[config.mk]
export PLATFORM = sky130hd
export DESIGN_NAME = seg_scan_ctrl_flat
export DESIGN_NICKNAME = d
export VERILOG_FILES = /design/src/rtl/seg_pkg.sv /design/src/rtl/seg_scan_ctrl_if.sv /design/src/rtl/seg_hex_dec.sv /design/src/rtl/seg_scan_ctrl.sv /design/src/flat_wrapper.sv
export SDC_FILE = /design/constraint.sdc
export NUM_CORES = 1
export LEC_CHECK = 0
export ABC_AREA = 1
export CORE_MARGIN = 2
export CORE_UTILIZATION = 55
export CTS_BUF_LIST = sky130_fd_sc_hd__clkbuf_8
export CTS_CLUSTER_SIZE = 28
export DETAILED_ROUTE_END_ITERATION = 12
export PLACE_DENSITY_LB_ADDON = 0.05
export SLEW_MARGIN = 20
export SYNTH_ARGS = -nofsm -noshare
export SYNTH_HDL_FRONTEND = slang
export SYNTH_SLANG_ARGS = --single-unit
[constraint.sdc]
create_clock -name clk -period 2.2 [get_ports clk]
set_input_delay 0.44 -clock clk [delete_from_list [all_inputs] [get_ports clk]]
set_output_delay 0.44 -clock clk [all_outputs]
set_load 0.05 [all_outputs]
[src/rtl/seg_pkg.sv]
// seg_pkg: shared constants and types for the 7-segment scan controller.
//   SEG_W      - segment bus width ({A,B,C,D,E,F,G})
//   SEG_BLANK  - all segments off
//   SEG_TABLE  - hex digit to segment pattern, 1 = lit
//   slot_phase_e - blanking / driving phase within a digit slot
package seg_pkg;

    localparam int SEG_W = 7;

    localparam logic [SEG_W-1:0] SEG_BLANK = '0;

    localparam logic [SEG_W-1:0] SEG_TABLE [16] = '{
        7'h7E, 7'h30, 7'h6D, 7'h79, 7'h33, 7'h5B, 7'h5F, 7'h70,
        7'h7F, 7'h7B, 7'h77, 7'h1F, 7'h4E, 7'h3D, 7'h4F, 7'h47
    };

    typedef enum logic {
        BLANK_PH,
        DRIVE_PH
    } slot_phase_e;

endpackage

[src/rtl/seg_scan_ctrl_if.sv]
// seg_scan_ctrl_if: load/ready handshake carrying a display value.
//   load   - request to capture value/dp_in/lz_en (master -> slave)
//   ready  - shadow register free (slave -> master)
//   value  - packed hex nibbles, digit 0 in bits [3:0]
//   dp_in  - decimal point per digit, 1 = lit
//   lz_en  - leading-zero suppression enable
interface seg_scan_ctrl_if #(
    parameter int N_DIGITS = 4
);
    logic                    load;
    logic                    ready;
    logic [4*N_DIGITS-1:0]   value;
    logic [N_DIGITS-1:0]     dp_in;
    logic                    lz_en;

    modport master (output load, value, dp_in, lz_en, input ready);
    modport slave  (input load, value, dp_in, lz_en, output ready);
endinterface

[src/rtl/seg_hex_dec.sv]
// seg_hex_dec: combinational hex nibble to 7-segment decoder.
//   nibble - hex digit in
//   seg    - {A,B,C,D,E,F,G}, 1 = lit
module seg_hex_dec
    import seg_pkg::*;
(
    input  logic [3:0]       nibble,
    output logic [SEG_W-1:0] seg
);

    always_comb begin
        seg = SEG_TABLE[nibble];
    end

endmodule

[src/rtl/seg_scan_ctrl.sv]
// seg_scan_ctrl: time-multiplexed scan controller for an N-digit 7-segment bank.
//   clk, rst_n  - clock, asynchronous active-low reset
//   bus         - load/ready handshake delivering {value, dp_in, lz_en}
//   seg         - shared segment bus {A..G}, 1 = lit
//   dp          - decimal point of the active digit
//   an          - one-hot digit enable
//   frame_done  - one-cycle pulse as the last digit slot ends
// New values wait in a shadow register and are committed only at a frame
// boundary, so a frame is never drawn from two different values.
module seg_scan_ctrl
    import seg_pkg::*;
#(
    parameter int N_DIGITS = 4,
    parameter int PRESCALE = 50000,
    parameter int BLANK    = 500
) (
    input  logic              clk,
    input  logic              rst_n,
    seg_scan_ctrl_if.slave    bus,
    output logic [SEG_W-1:0]  seg,
    output logic              dp,
    output logic [N_DIGITS-1:0] an,
    output logic              frame_done
);

    localparam int CNT_W = $clog2(PRESCALE);
    localparam int IDX_W = $clog2(N_DIGITS);
    localparam logic [CNT_W-1:0] CNT_LAST  = CNT_W'(PRESCALE - 1);
    localparam logic [CNT_W-1:0] BLANK_CNT = CNT_W'(BLANK);
    localparam logic [IDX_W-1:0] IDX_LAST  = IDX_W'(N_DIGITS - 1);

    logic [CNT_W-1:0]        cnt_q;
    logic [IDX_W-1:0]        idx_q;
    logic                    pending_q;
    logic [4*N_DIGITS-1:0]   shadow_value_q, disp_value_q;
    logic [N_DIGITS-1:0]     shadow_dp_q, disp_dp_q;
    logic                    shadow_lz_q, disp_lz_q;

    logic                    slot_end, frame_end, accept;
    slot_phase_e             phase;
    logic [3:0]              nibble;
    logic [SEG_W-1:0]        dec_seg;
    logic [N_DIGITS-1:0]     lz_mask;
    logic                    zero_run;

    assign slot_end  = (cnt_q == CNT_LAST);
    assign frame_end = slot_end && (idx_q == IDX_LAST);
    assign accept    = bus.load && bus.ready;
    assign bus.ready = ~pending_q;

    // Prescaler and digit index.
    always_ff @(posedge clk or negedge rst_n) begin
        if (!rst_n) begin
            cnt_q <= '0;
            idx_q <= '0;
        end else if (slot_end) begin
            cnt_q <= '0;
            idx_q <= (idx_q == IDX_LAST) ? '0 : idx_q + 1'b1;
        end else begin
            cnt_q <= cnt_q + 1'b1;
        end
    end

    // Shadow capture and frame-boundary commit. accept needs pending_q=0 and
    // commit needs pending_q=1, so both can never fire in the same cycle; a
    // load taken on the boundary cycle therefore waits for the next boundary.
    always_ff @(posedge clk or negedge rst_n) begin
        if (!rst_n) begin
            pending_q      <= 1'b0;
            shadow_value_q <= '0;
            shadow_dp_q    <= '0;
            shadow_lz_q    <= 1'b0;
            disp_value_q   <= '0;
            disp_dp_q      <= '0;
            disp_lz_q      <= 1'b0;
        end else if (accept) begin
            pending_q      <= 1'b1;
            shadow_value_q <= bus.value;
            shadow_dp_q    <= bus.dp_in;
            shadow_lz_q    <= bus.lz_en;
        end else if (frame_end && pending_q) begin
            pending_q    <= 1'b0;
            disp_value_q <= shadow_value_q;
            disp_dp_q    <= shadow_dp_q;
            disp_lz_q    <= shadow_lz_q;
        end
    end

    // Digit i is suppressed when it and every digit above it are zero.
    always_comb begin
        zero_run = 1'b1;
        lz_mask  = '0;
        for (int i = N_DIGITS - 1; i >= 0; i--) begin
            zero_run   = zero_run && (disp_value_q[4*i +: 4] == 4'h0);
            lz_mask[i] = disp_lz_q && zero_run && (i != 0);
        end
    end

    assign phase  = (cnt_q < BLANK_CNT) ? BLANK_PH : DRIVE_PH;
    assign nibble = disp_value_q[{idx_q, 2'b00} +: 4];

    seg_hex_dec u_hex_dec (
        .nibble (nibble),
        .seg    (dec_seg)
    );

    // One register stage for all pin outputs keeps an and seg in lockstep.
    always_ff @(posedge clk or negedge rst_n) begin
        if (!rst_n) begin
            seg        <= SEG_BLANK;
            dp         <= 1'b0;
            an         <= '0;
            frame_done <= 1'b0;
        end else begin
            frame_done <= frame_end;
            if (phase == DRIVE_PH) begin
                an  <= N_DIGITS'(1) << idx_q;
                seg <= lz_mask[idx_q] ? SEG_BLANK : dec_seg;
                dp  <= disp_dp_q[idx_q];
            end else begin
                an  <= '0;
                seg <= SEG_BLANK;
                dp  <= 1'b0;
            end
        end
    end

endmodule

[src/flat_wrapper.sv]
// flat-port wrapper written by rule: the top's interface ports become plain ports
module seg_scan_ctrl_flat import seg_pkg::*;
#(
    parameter int N_DIGITS = 4,
    parameter int PRESCALE = 50000,
    parameter int BLANK    = 500
)
  (clk, rst_n, seg, dp, an, frame_done, bus_load, bus_value, bus_dp_in, bus_lz_en, bus_ready);
  seg_scan_ctrl_if #(.N_DIGITS(N_DIGITS)) bus_i ();
  input  logic clk;
  input  logic rst_n;
  output logic [SEG_W-1:0] seg;
  output logic dp;
  output logic [N_DIGITS-1:0] an;
  output logic frame_done;
  input wire logic [$bits(bus_i.load)-1:0] bus_load;
  input wire logic [$bits(bus_i.value)-1:0] bus_value;
  input wire logic [$bits(bus_i.dp_in)-1:0] bus_dp_in;
  input wire logic [$bits(bus_i.lz_en)-1:0] bus_lz_en;
  output wire logic [$bits(bus_i.ready)-1:0] bus_ready;
  assign bus_i.load = bus_load;
  assign bus_i.value = bus_value;
  assign bus_i.dp_in = bus_dp_in;
  assign bus_i.lz_en = bus_lz_en;
  assign bus_ready = bus_i.ready;
  seg_scan_ctrl #(.N_DIGITS(N_DIGITS), .PRESCALE(PRESCALE), .BLANK(BLANK)) u_core (.clk(clk), .rst_n(rst_n), .bus(bus_i), .seg(seg), .dp(dp), .an(an), .frame_done(frame_done));
endmodule
-- Word level (Yosys, flattened, before mapping)
Memories as Yosys holds them, arrays and structs flattened.
Index checks and enable logic that the tools add are counted.
- add/sub/neg operators: 2
- bitwise logic cells: 3
- eq/ne operators: 2
- shifts and indexed selects: 2
- $lt $le $gt $ge: 3
- muxes and demuxes: 14
- reductions and logical operators: 13
- operators by type and width (cell ; count):
    2-to-1 mux 7 bit ; 4
    adder 16 x 1 -> 16 bit, second input constant ; 1
    == test 16 bit, second input constant ; 1
    < comparator 16 x 9 -> 1 bit, second input constant ; 1
    2-to-1 mux 16 bit ; 1
    indexed part select 16 x 5 -> 4 bit ; 1
    zero test 4 bit ; 3
    logical AND 1 bit ; 8
    >= comparator 5 bit, second input constant ; 1
    2-to-1 mux 1 bit ; 5
    NOT 4 -> 5 bit ; 1
    binary-select mux 1 bit (select 2 bit) ; 2
    2-to-1 mux 4 bit ; 1
    left shift 1 x 2 -> 4 bit, first input constant ; 1
    < comparator 2 x 3 -> 1 bit, second input constant ; 1
    adder 2 x 1 -> 2 bit, second input constant ; 1
    == test 2 bit, second input constant ; 1
    2-to-1 mux 2 bit ; 1
    NOT 1 bit ; 2
    AND reduction 2 bit ; 1
    nonzero test 2 bit ; 1
- bits in read-only memories: 112
- output and inout bits: 14
- input port bits: 24
- logic and storage cells: 53
- flip-flop bits (word level): 74
- memories kept: 1
- memories (name ; depth ; bits a word ; read ports ; clocked after Yosys merged registers in ; write ports ; RTL line ; RTL):
    (no name shown) ; 16 ; 7 ; 1 ; 0 ; 0 ; seg_hex_dec.sv:12 ; seg = SEG_TABLE[nibble];

-- Logic depth before layout (Yosys ltp)
Gate-level depths: netlist (run 1).
- depth in word-level cells: 8
- mapped depth: 12
- depth with buffers taken out: 11

-- By module
Synthesis (run 1) repeated with hierarchy kept, for this count alone.
- cells, all modules: 411
- area total of the unflattened synthesis: 3646.0 um^2
- modules (own cells, without submodules) (module ; area each (um^2) ; sequential area each (um^2) ; instances ; cells an instance):
    seg_scan_ctrl ; 3375.7 ; 1851.8 ; 1 ; 359
    seg_hex_dec ; 270.3 ; 0.0 ; 1 ; 52

-- Worst setup path after synthesis (run 1)
Ideal clock, no wire load.
- kind: reg-to-reg
- from: register u_core.idx_q[0]
- to: register u_core.seg[3]
- clock period less this slack: 1.630 ns
- buffers on the path: 1
- setup time: 0.118 ns
- required time: 2.082 ns
- arrival: 1.512 ns
- stages on the path, launching flop included: 13
- setup slack: 0.570 ns
- path through: dfrtp_1 > inv_2 > buf_2 > nand2_1 > nand3_1 > nand2_1 > inv_1 > ha_1 > nand3_1 > nand2_1 > nand2_1 > nand2_1 > nor2_1
- longest elaborated chain between the ends: 7
- elaborated cells on any way between the ends: 9
- classes of those cells: shift (1); mux (6); bitwise (1); memory (1)
- RTL lines (element ; RTL line ; RTL):
    from (decl) ; seg_scan_ctrl.sv:33 ; logic [IDX_W-1:0] idx_q;
    from (signal assigned) ; seg_scan_ctrl.sv:58 ; idx_q <= (idx_q == IDX_LAST) ? '0 : idx_q + 1'b1;
    indexed part select 16 x 5 -> 4 bit ; seg_scan_ctrl.sv:100 ; assign nibble = disp_value_q[{idx_q, 2'b00} +: 4];
    NOT 4 -> 5 bit (not written as such) ; seg_hex_dec.sv:12 ;
    memory read (16 x 7 bit) ; - ;
    2-to-1 mux 7 bit (not written as such) (2 in a row) ; seg_hex_dec.sv:12 ;
    2-to-1 mux 7 bit * ; seg_scan_ctrl.sv:118 ; seg <= lz_mask[idx_q] ? SEG_BLANK : dec_seg;
    2-to-1 mux 7 bit * ; seg_scan_ctrl.sv:116 ; if (phase == DRIVE_PH) begin
    to (signal assigned) ; seg_scan_ctrl.sv:118 ;
    to (decl) ; seg_scan_ctrl.sv:20 ; output logic [SEG_W-1:0] seg,
Every way passes the cells marked *; elsewhere a longest branch is shown, timed or not. The select of a mux whose other input is x is not followed.
A chain may end at the register's enable or synchronous reset.

-- Worst setup path in the final report (run 1)
- from: register u_core.frame_done
- to: output frame_done
- RTL lines (element ; RTL line ; RTL):
    from (decl) ; seg_scan_ctrl.sv:23 ; output logic frame_done
    from (signal assigned) ; seg_scan_ctrl.sv:115 ; frame_done <= frame_end;
    to (decl) ; flat_wrapper.sv:15 ; output logic frame_done;
No word-level cell between the ends.

==> results.md, run 1 <==
* Status: finished clean
* Pleak at 2.168 nW
* Final WS setup at 0.2922 ns
* Antenna Nets Post-Route at 0
* Core area at 6314 sq um
* Drt total wl at 6.517 mm
* Clock buffer depth at 2
* Setup-failing EPs final at 0
* CTS tree: built
* Antenna violations before repair at 0
* M3 GR Usage at 4.818%
* Yosys cell types at 27
* Startpoint types: flop
* GRT overflow at 0
* H-tree depth at 3
* R2R Setup Slk at between 0.4 and 0.5 ns
* Vias per std cell at 5.049
* Max-Cap Viols at 0
* Die Y at 84.69 um
* Pwr Total at 2.444 mW
* Pwr Density at about 580 nW/um^2
* Internal cell power at about 1.9 mW
* Crit path largest cell delay at 0.79 ns
* Number of global-route vias before repair at 2617
* Achievable Freq at 524.2 MHz
* Clock skew at approximately 0.012 ns
* Worst path top cell family by delay: buffers and inverters
* Reg-to-reg endpoint: u_core.seg[6]
* Post-synth design cell area at 3581 sq um
* Kind of critical path: flop to output pin
* # fillers at 541
* Layout area overhead at 17.40%
* Full die area at 7172 sq um
* Combinational Power Share at around 4.5%
* Final Wtd Congestion at 0.8704
* Crit-path cells: clkdlybuf4s50_1
* Cts bufs inserted at 9
* Final Util at 66.59%
* Syn avg cell area at 8.820 sq um
* Std-Cell Rows at 29
* Critical Path Start: u_core.frame_done
* Total GRT Usage at 20.50%
* Slew @ Worst Pin at 0.4935 ns
* Layout cell share with drive strength beyond 1 at 13.66%
* Busiest layer in global routing: met2
* Met2 Use GR at 32.50%
* Reg power frac at 58.4%
* DP HPWL at between 4 and 5 mm
* Clock-pin slew on the worst setup and hold paths at 0.08 ns
* Worst hold slack at 0.02948 ns
* Port bufs at 37
* Largest net degree at the start of global routing at 47
* Die W at around 85 um
* Max_slew headroom at 67.00%
* Number of nets in the layout at 485
* Sink Count at 74
* Worst Setup End Kind: output pin
* Routed WL per cell at roughly 12 um
* N_diodes at 0
* Worst-path maximum fanout at 1
* DP Worst Slack at 0.4289 ns
* Worst skew pair latency at 0.35 ns
* Tcrit/Tclk final at 86.72%
* Worst r2r path cells at 10
* Initial drt markers at 83
* Fin cells at 531
* Placed insts at 516
* Unrepaired setup endpoints after global routing: false
* Final Max Slew Viols at 0
* Syn Inst Count at roughly 410
* Flops & latches, synth at 74
* Num ports at 38
* Residual DRC at 0
* Cts hold-fix bufs at 0
* CP max stage cell: clkdlybuf4s50_1
* Synth Net Count at about 440
* Setup TNS Final at 0 ns
* Cts repair resizes at 0
* Sequential share of the synthesized area at between 50% and 60%
* Psw at 566.6 uW
* GRT met1 Usage at between 20% and 30%
* Switch share at between 20% and 30%
* Starting density of the core at 56.72%
* Worst EP arrival at 1.47 ns
* First-pass GRT wire length at 11.73 mm
* Root Buffer: clkbuf_8
* Vias at 2681
* Tmin final at 1.908 ns
* Max IR drop VDD at 448.1 uV
* CP bufs+invs at 1
* Synth warn at 0
* Drt pass-1 iters at 4
* Post-placement cell area at 4036 sq um
* Worst hold path class: input pin to asynchronous set/reset pin
* Postcts setup bufs at 0
* CP Data Required Time at 1.76 ns
* Worst flop-to-flop path startpoint: u_core.idx_q[1]
* Hold Fails Final Rpt at 0
* Clock Power Share at 37.1%
* Fin area at 4204 sq um
-- worst max path at each step --
| stage | end | cells after the start | slack, ns |
|---|---|---|---|
| 2_1_floorplan | u_core.seg[3] | 12 | 0.57 |
| 3_3_place_gp | u_core.seg[6] | 10 | 0.46 |
| 3_5_place_dp | u_core.seg[6] | 10 | 0.43 |
| 4_1_cts | an[3] | 1 | 0.27 |
| 5_1_grt | u_core.seg[3] | 10 | 0.21 |
| 6_report | frame_done | 1 | 0.29 |
-- cells in the final DEF, fill, tap and decap left out, drive strengths merged --
cell type / netlist / routed
nor3: 4 / 4
clkinv: 0 / 1
nand2: 115 / 115
o21ai: 9 / 9
clkbuf: 1 / 9
clkdlybuf4s50: 0 / 35
mux2: 21 / 21
o22ai: 1 / 1
inv: 38 / 39
dfrtp: 74 / 74
clkinvlp: 0 / 4
o21a: 1 / 1
xor2: 6 / 6
a21oi: 6 / 6
nand3: 55 / 55
or2: 1 / 1
buf: 9 / 8
nand4: 4 / 4
ha: 11 / 11
nor2: 48 / 48
o21bai: 2 / 2
-- registers in the layout, summed over array words and instances, names as in the netlist --
register and count:
u_core.idx_q 2, u_core.seg 7, u_core.frame_done 1, u_core.disp_value_q 16
u_core.disp_lz_q 1, u_core.disp_dp_q 4, u_core.dp 1, u_core.shadow_value_q 16
u_core.pending_q 1, u_core.shadow_dp_q 4, u_core.cnt_q 16, u_core.an 4
u_core.shadow_lz_q 1
-- cell type report --
class / count / area [sq um] / area share [%]
inverter: 38 / 142.6 / 3.393
tap: 77 / 96.34 / 2.292
multi-input combinational: 284 / 1525 / 36.28
sequential: 74 / 1852 / 44.05
timing repair buffer: 43 / 420.4 / 10.00
clock inverter: 6 / 43.79 / 1.042
clock buffer: 9 / 123.9 / 2.946
-- Yosys cell counts --
cell type	n	share of area, %
o21bai_1	2	0.42
nor2_8	1	0.56
o22ai_1	1	0.17
dfrtp_1	74	52
ha_1	11	3.8
or2_2	1	0.17
nand4_1	4	0.70
nand2_1	112	12
a21oi_1	6	0.84
inv_1	30	3.1
o21a_1	1	0.21
nor3_1	2	0.28
nor2_4	2	0.63
inv_2	8	0.84
mux2_2	21	6.6
nand2_4	1	0.31
o21ai_0	8	1.1
o21ai_1	1	0.14
nor2_1	44	4.6
buf_6	2	0.63
buf_2	7	0.98
xor2_1	6	1.5
nor2_2	1	0.17
nand2_2	2	0.35
nor3_2	2	0.56
nand3_1	55	7.7
clkbuf_1	1	0.10
-- routing by layer --
| layer | part of all wire (%) | vias up |
|---|---|---|
| met5 | 0 | - |
| met4 | 1.3 | 0 |
| met3 | 5.0 | 8 |
| met2 | 45 | 66 |
| met1 | 48 | 1217 |
| li1 | - | 1390 |
-- power by group through the flow --
stage	Combinational (mW)	Clock, mW	Sequential [mW]
after floorplan	0.0382	0	1.45
final	0.110	0.907	1.43
after detailed placement	0.114	0	1.45
after global placement	0.110	0	1.45
after CTS	0.114	0.938	1.43
after global routing	0.124	1.01	1.43
-- cell families (layout without fill, tap and decap cells) --
group | Yosys count | in the layout | share of synthesized area (%)
DFF | 74 | 74 | 51.71
AOI/OAI and AO/OA | 19 | 19 | 2.900
xor gates and xnor gates | 6 | 6 | 1.467
adders and majority gates | 11 | 11 | 3.843
muxes | 21 | 21 | 6.604
and+or+nand+nor | 227 | 227 | 27.78
buffers and inverters | 48 | 96 | 5.695
(Power assumes the default switching activity.)
==> run 2: changes to the inputs <==
--- a/config.mk
+++ b/config.mk
@@ -6,8 +6,9 @@
 export NUM_CORES = 1
 export LEC_CHECK = 0
 export ABC_AREA = 1
+export CORE_ASPECT_RATIO = 1.2
 export CORE_MARGIN = 2
-export CORE_UTILIZATION = 55
+export CORE_UTILIZATION = 53
 export CTS_BUF_LIST = sky130_fd_sc_hd__clkbuf_8
 export CTS_CLUSTER_SIZE = 28
 export DETAILED_ROUTE_END_ITERATION = 12
==> constraint.sdc (replaced) <==
create_clock -name clk -period 1.75 [get_ports clk]
set_input_delay 0.35 -clock clk [delete_from_list [all_inputs] [get_ports clk]]
set_output_delay 0.35 -clock clk [all_outputs]
set_load 0.05 [all_outputs]
==> run 2 against run 1 <==
Sequential cell count unchanged. Via count grew 1.8%. Combinational power is 28% higher. Utilization decreased by 0.31 points. Highest routed layer unchanged. Largest cell class unchanged. Global-route usage rose by 0.33 points. Setup slack got worse by 0.21 ns. Non-clock buffer count grew 9. Final cell count grew 3.8%. Sequential power is 25% higher.
==> results.md, run 2 (same netlist as run 1, synthesis figures left out) <==
* DP HPWL at between 5 and 6 mm
* Residual DRC at 0
* Worst flop-to-flop path startpoint: u_core.idx_q[0]
* Drt total wl at 7.083 mm
* Drt pass-1 iters at 4
* Worst skew pair latency at 0.35 ns
* Top flop regs: u_core.cnt_q: 16 flops, u_core.disp_value_q: 16 flops, u_core.shadow_value_q: 16 flops
* Setup-failing EPs final at 0
* Sink Count at 74
* Achievable Freq at approximately 600 MHz
* Most frequent cells in the layout: nand2_1, dfrtp_1, nand3_1, nor2_1, inv_1
* R2R Setup Slk at ~0.084 ns
* FF/Latch Area at around 1900 sq um
* Slew @ Worst Pin at ~0.38 ns
* Vias at 2728
* Layout area overhead at 20.06%
* Clock-pin slew on the worst setup and hold paths at 0.08 ns
* Largest net degree at the start of global routing at 34
* H-tree depth at 3
* Tcrit/Tclk final at 95.22%
* Setup TNS Final at 0 ns
* CP Data Required Time at slightly below 2 ns
* Worst path top cell family by delay: buffers and inverters
* Final Max Slew Viols at 0
* Layout cell share with drive strength beyond 1 at 19.53%
* Startpoint types: flop
* Core area at approximately 6500 sq um
* Port bufs at 37
* Clock skew at ~0.011 ns
* Full die area at 7432 sq um
* Cts bufs inserted at 9
* Max_slew headroom at 74.53%
* Clock buffer depth at 2
* Die W at 79.04 um
* Worst r2r path cells at 7
* Initial drt markers at 103
* Starting density of the core at roughly 55%
* Reg-to-reg endpoint: u_core.disp_value_q[10]
* Max IR drop VDD at 611.0 uV
* First-pass GRT wire length at 11.99 mm
* Root Buffer: clkbuf_8
* Multi-input combinational cell area at 1560 sq um
* Worst-path maximum fanout at 6
* Most common cell after layout, fill and taps aside: nand2_1
* Final Wtd Congestion at 0.8377
* Max-Cap Viols at 0
* Total GRT Usage at 20.83%
* Hold Fails Final Rpt at 0
* Final Util at ~66%
* Crit path largest cell delay at approximately 0.45 ns
* # fillers at 586
* Number of nets in the layout at around 500
* Number of global-route vias before repair at about 2600
* Antenna Nets Post-Route at 0
* N_diodes at 0
* CTS tree: built
* Vias per std cell at 4.951
* Die Y at roughly 94 um
* Kind of critical path: flop to flop
* Antenna violations before repair at 0
* Unrepaired setup endpoints after global routing: true
* CP bufs+invs at 3
* Worst hold path class: input pin to asynchronous set/reset pin
* Num ports at 38
* Crit-path cells: clkbuf_2 -> buf_4 -> ha_1 -> inv_1 -> nor2_2 -> nand3_1 -> nand2_1
* GRT overflow at 0
* Std-Cell Rows at 32
* Routed WL per cell at 12.85 um
* CP max stage cell: dfrtp_2
* Status: finished clean
* Tmin final at roughly 1.7 ns
* Pleak at 2.254 nW
* Worst EP arrival at about 1.9 ns
* Worst Setup End Kind: flop
* Pwr Density at 727.9 nW/um^2
==> run 2: cell types whose count changed in the layout (fill, tap and decap cells not counted), moves of 2 or more <==
cell,delta
buf_4,+21
clkdlybuf4s50_1,-13
nand3_1,-2
nand3_2,+2
==> run 2: power by group <==
part | leakage, nW | switching [mW] | internal [mW]
sequential | 0.980 | 0.0298 | 1.77
clock | 0.0847 | 0.641 | 0.552
combinational | 1.19 | 0.0507 | 0.0903
==> run 2: through the flow <==
stage	power [mW]	setup WS [ns]	hold WS (ns)	area (sq um)	cells
floorplan	1.866	0.1196	0.05441	3581	406
global placement	1.967	0.04270	0.2808	4069	531
detailed placement	1.973	0.01582	0.2878	4069	531
CTS	3.158	0.04241	0.4512	4259	548
global route	3.268	-0.01995	0.4632	4299	551
finish	3.129	0.08369	0.4448	4299	551
==> run 2: worst reg2reg max path, delay by kind of cell (launching register included) <==
| family | cells | cell delay [ns] |
|---|---|---|
| buffers and inverters | 3 | 0.62 |
| adder cells (fa/ha/maj) | 1 | 0.21 |
| flip-flops | 1 | 0.45 |
| AND/OR/NAND/NOR | 3 | 0.28 |
==> run 2: how the worst max path moves through the flow <==
stage | startpoint | endpoint | slack, ns | cells past startpoint
finish | u_core.idx_q[0] | u_core.disp_value_q[10] | 0.08 | 7
global route | u_core.cnt_q[0] | u_core.disp_value_q[5] | -0.02 | 9
CTS | u_core.idx_q[0] | u_core.seg[0] | 0.04 | 9
detailed placement | u_core.idx_q[0] | u_core.seg[3] | 0.02 | 10
global placement | u_core.idx_q[0] | u_core.seg[3] | 0.04 | 10
floorplan | u_core.idx_q[0] | u_core.seg[3] | 0.12 | 12
==> run 2: area by class of cell <==
type | count | area share (%)
multi-input cells | 286 | 36.29
repair buffers | 52 | 10.65
clock inverters | 6 | 0.9604
inverters | 38 | 3.318
flip-flops and latches | 74 | 43.10
well taps | 85 | 2.474
clock buffers | 10 | 3.201
==> run 2: what timing repair did <==
| item | 4_1_cts | 5_1_grt |
|---|---|---|
| hold buffers | 1 | 0 |
| pin swaps | 0 | 1 |
| buffers inserted | 0 | 1 |
| endpoints found under the setup margin | 5 | 21 |
| gates cloned | 0 | 2 |
| resized for setup | 1 | 5 |
| hold endpoints to repair | 24 | 0 |
==> run 2: routing by layer <==
metal  GRT usage [%]  up-vias  part of all wire (%)
met2           34.60       60                    49
met1           26.82     1251                    46
li1                -     1408                     -
met3           4.615        9                   3.7
met4           7.328        0                   1.4
met5               0        -                     0
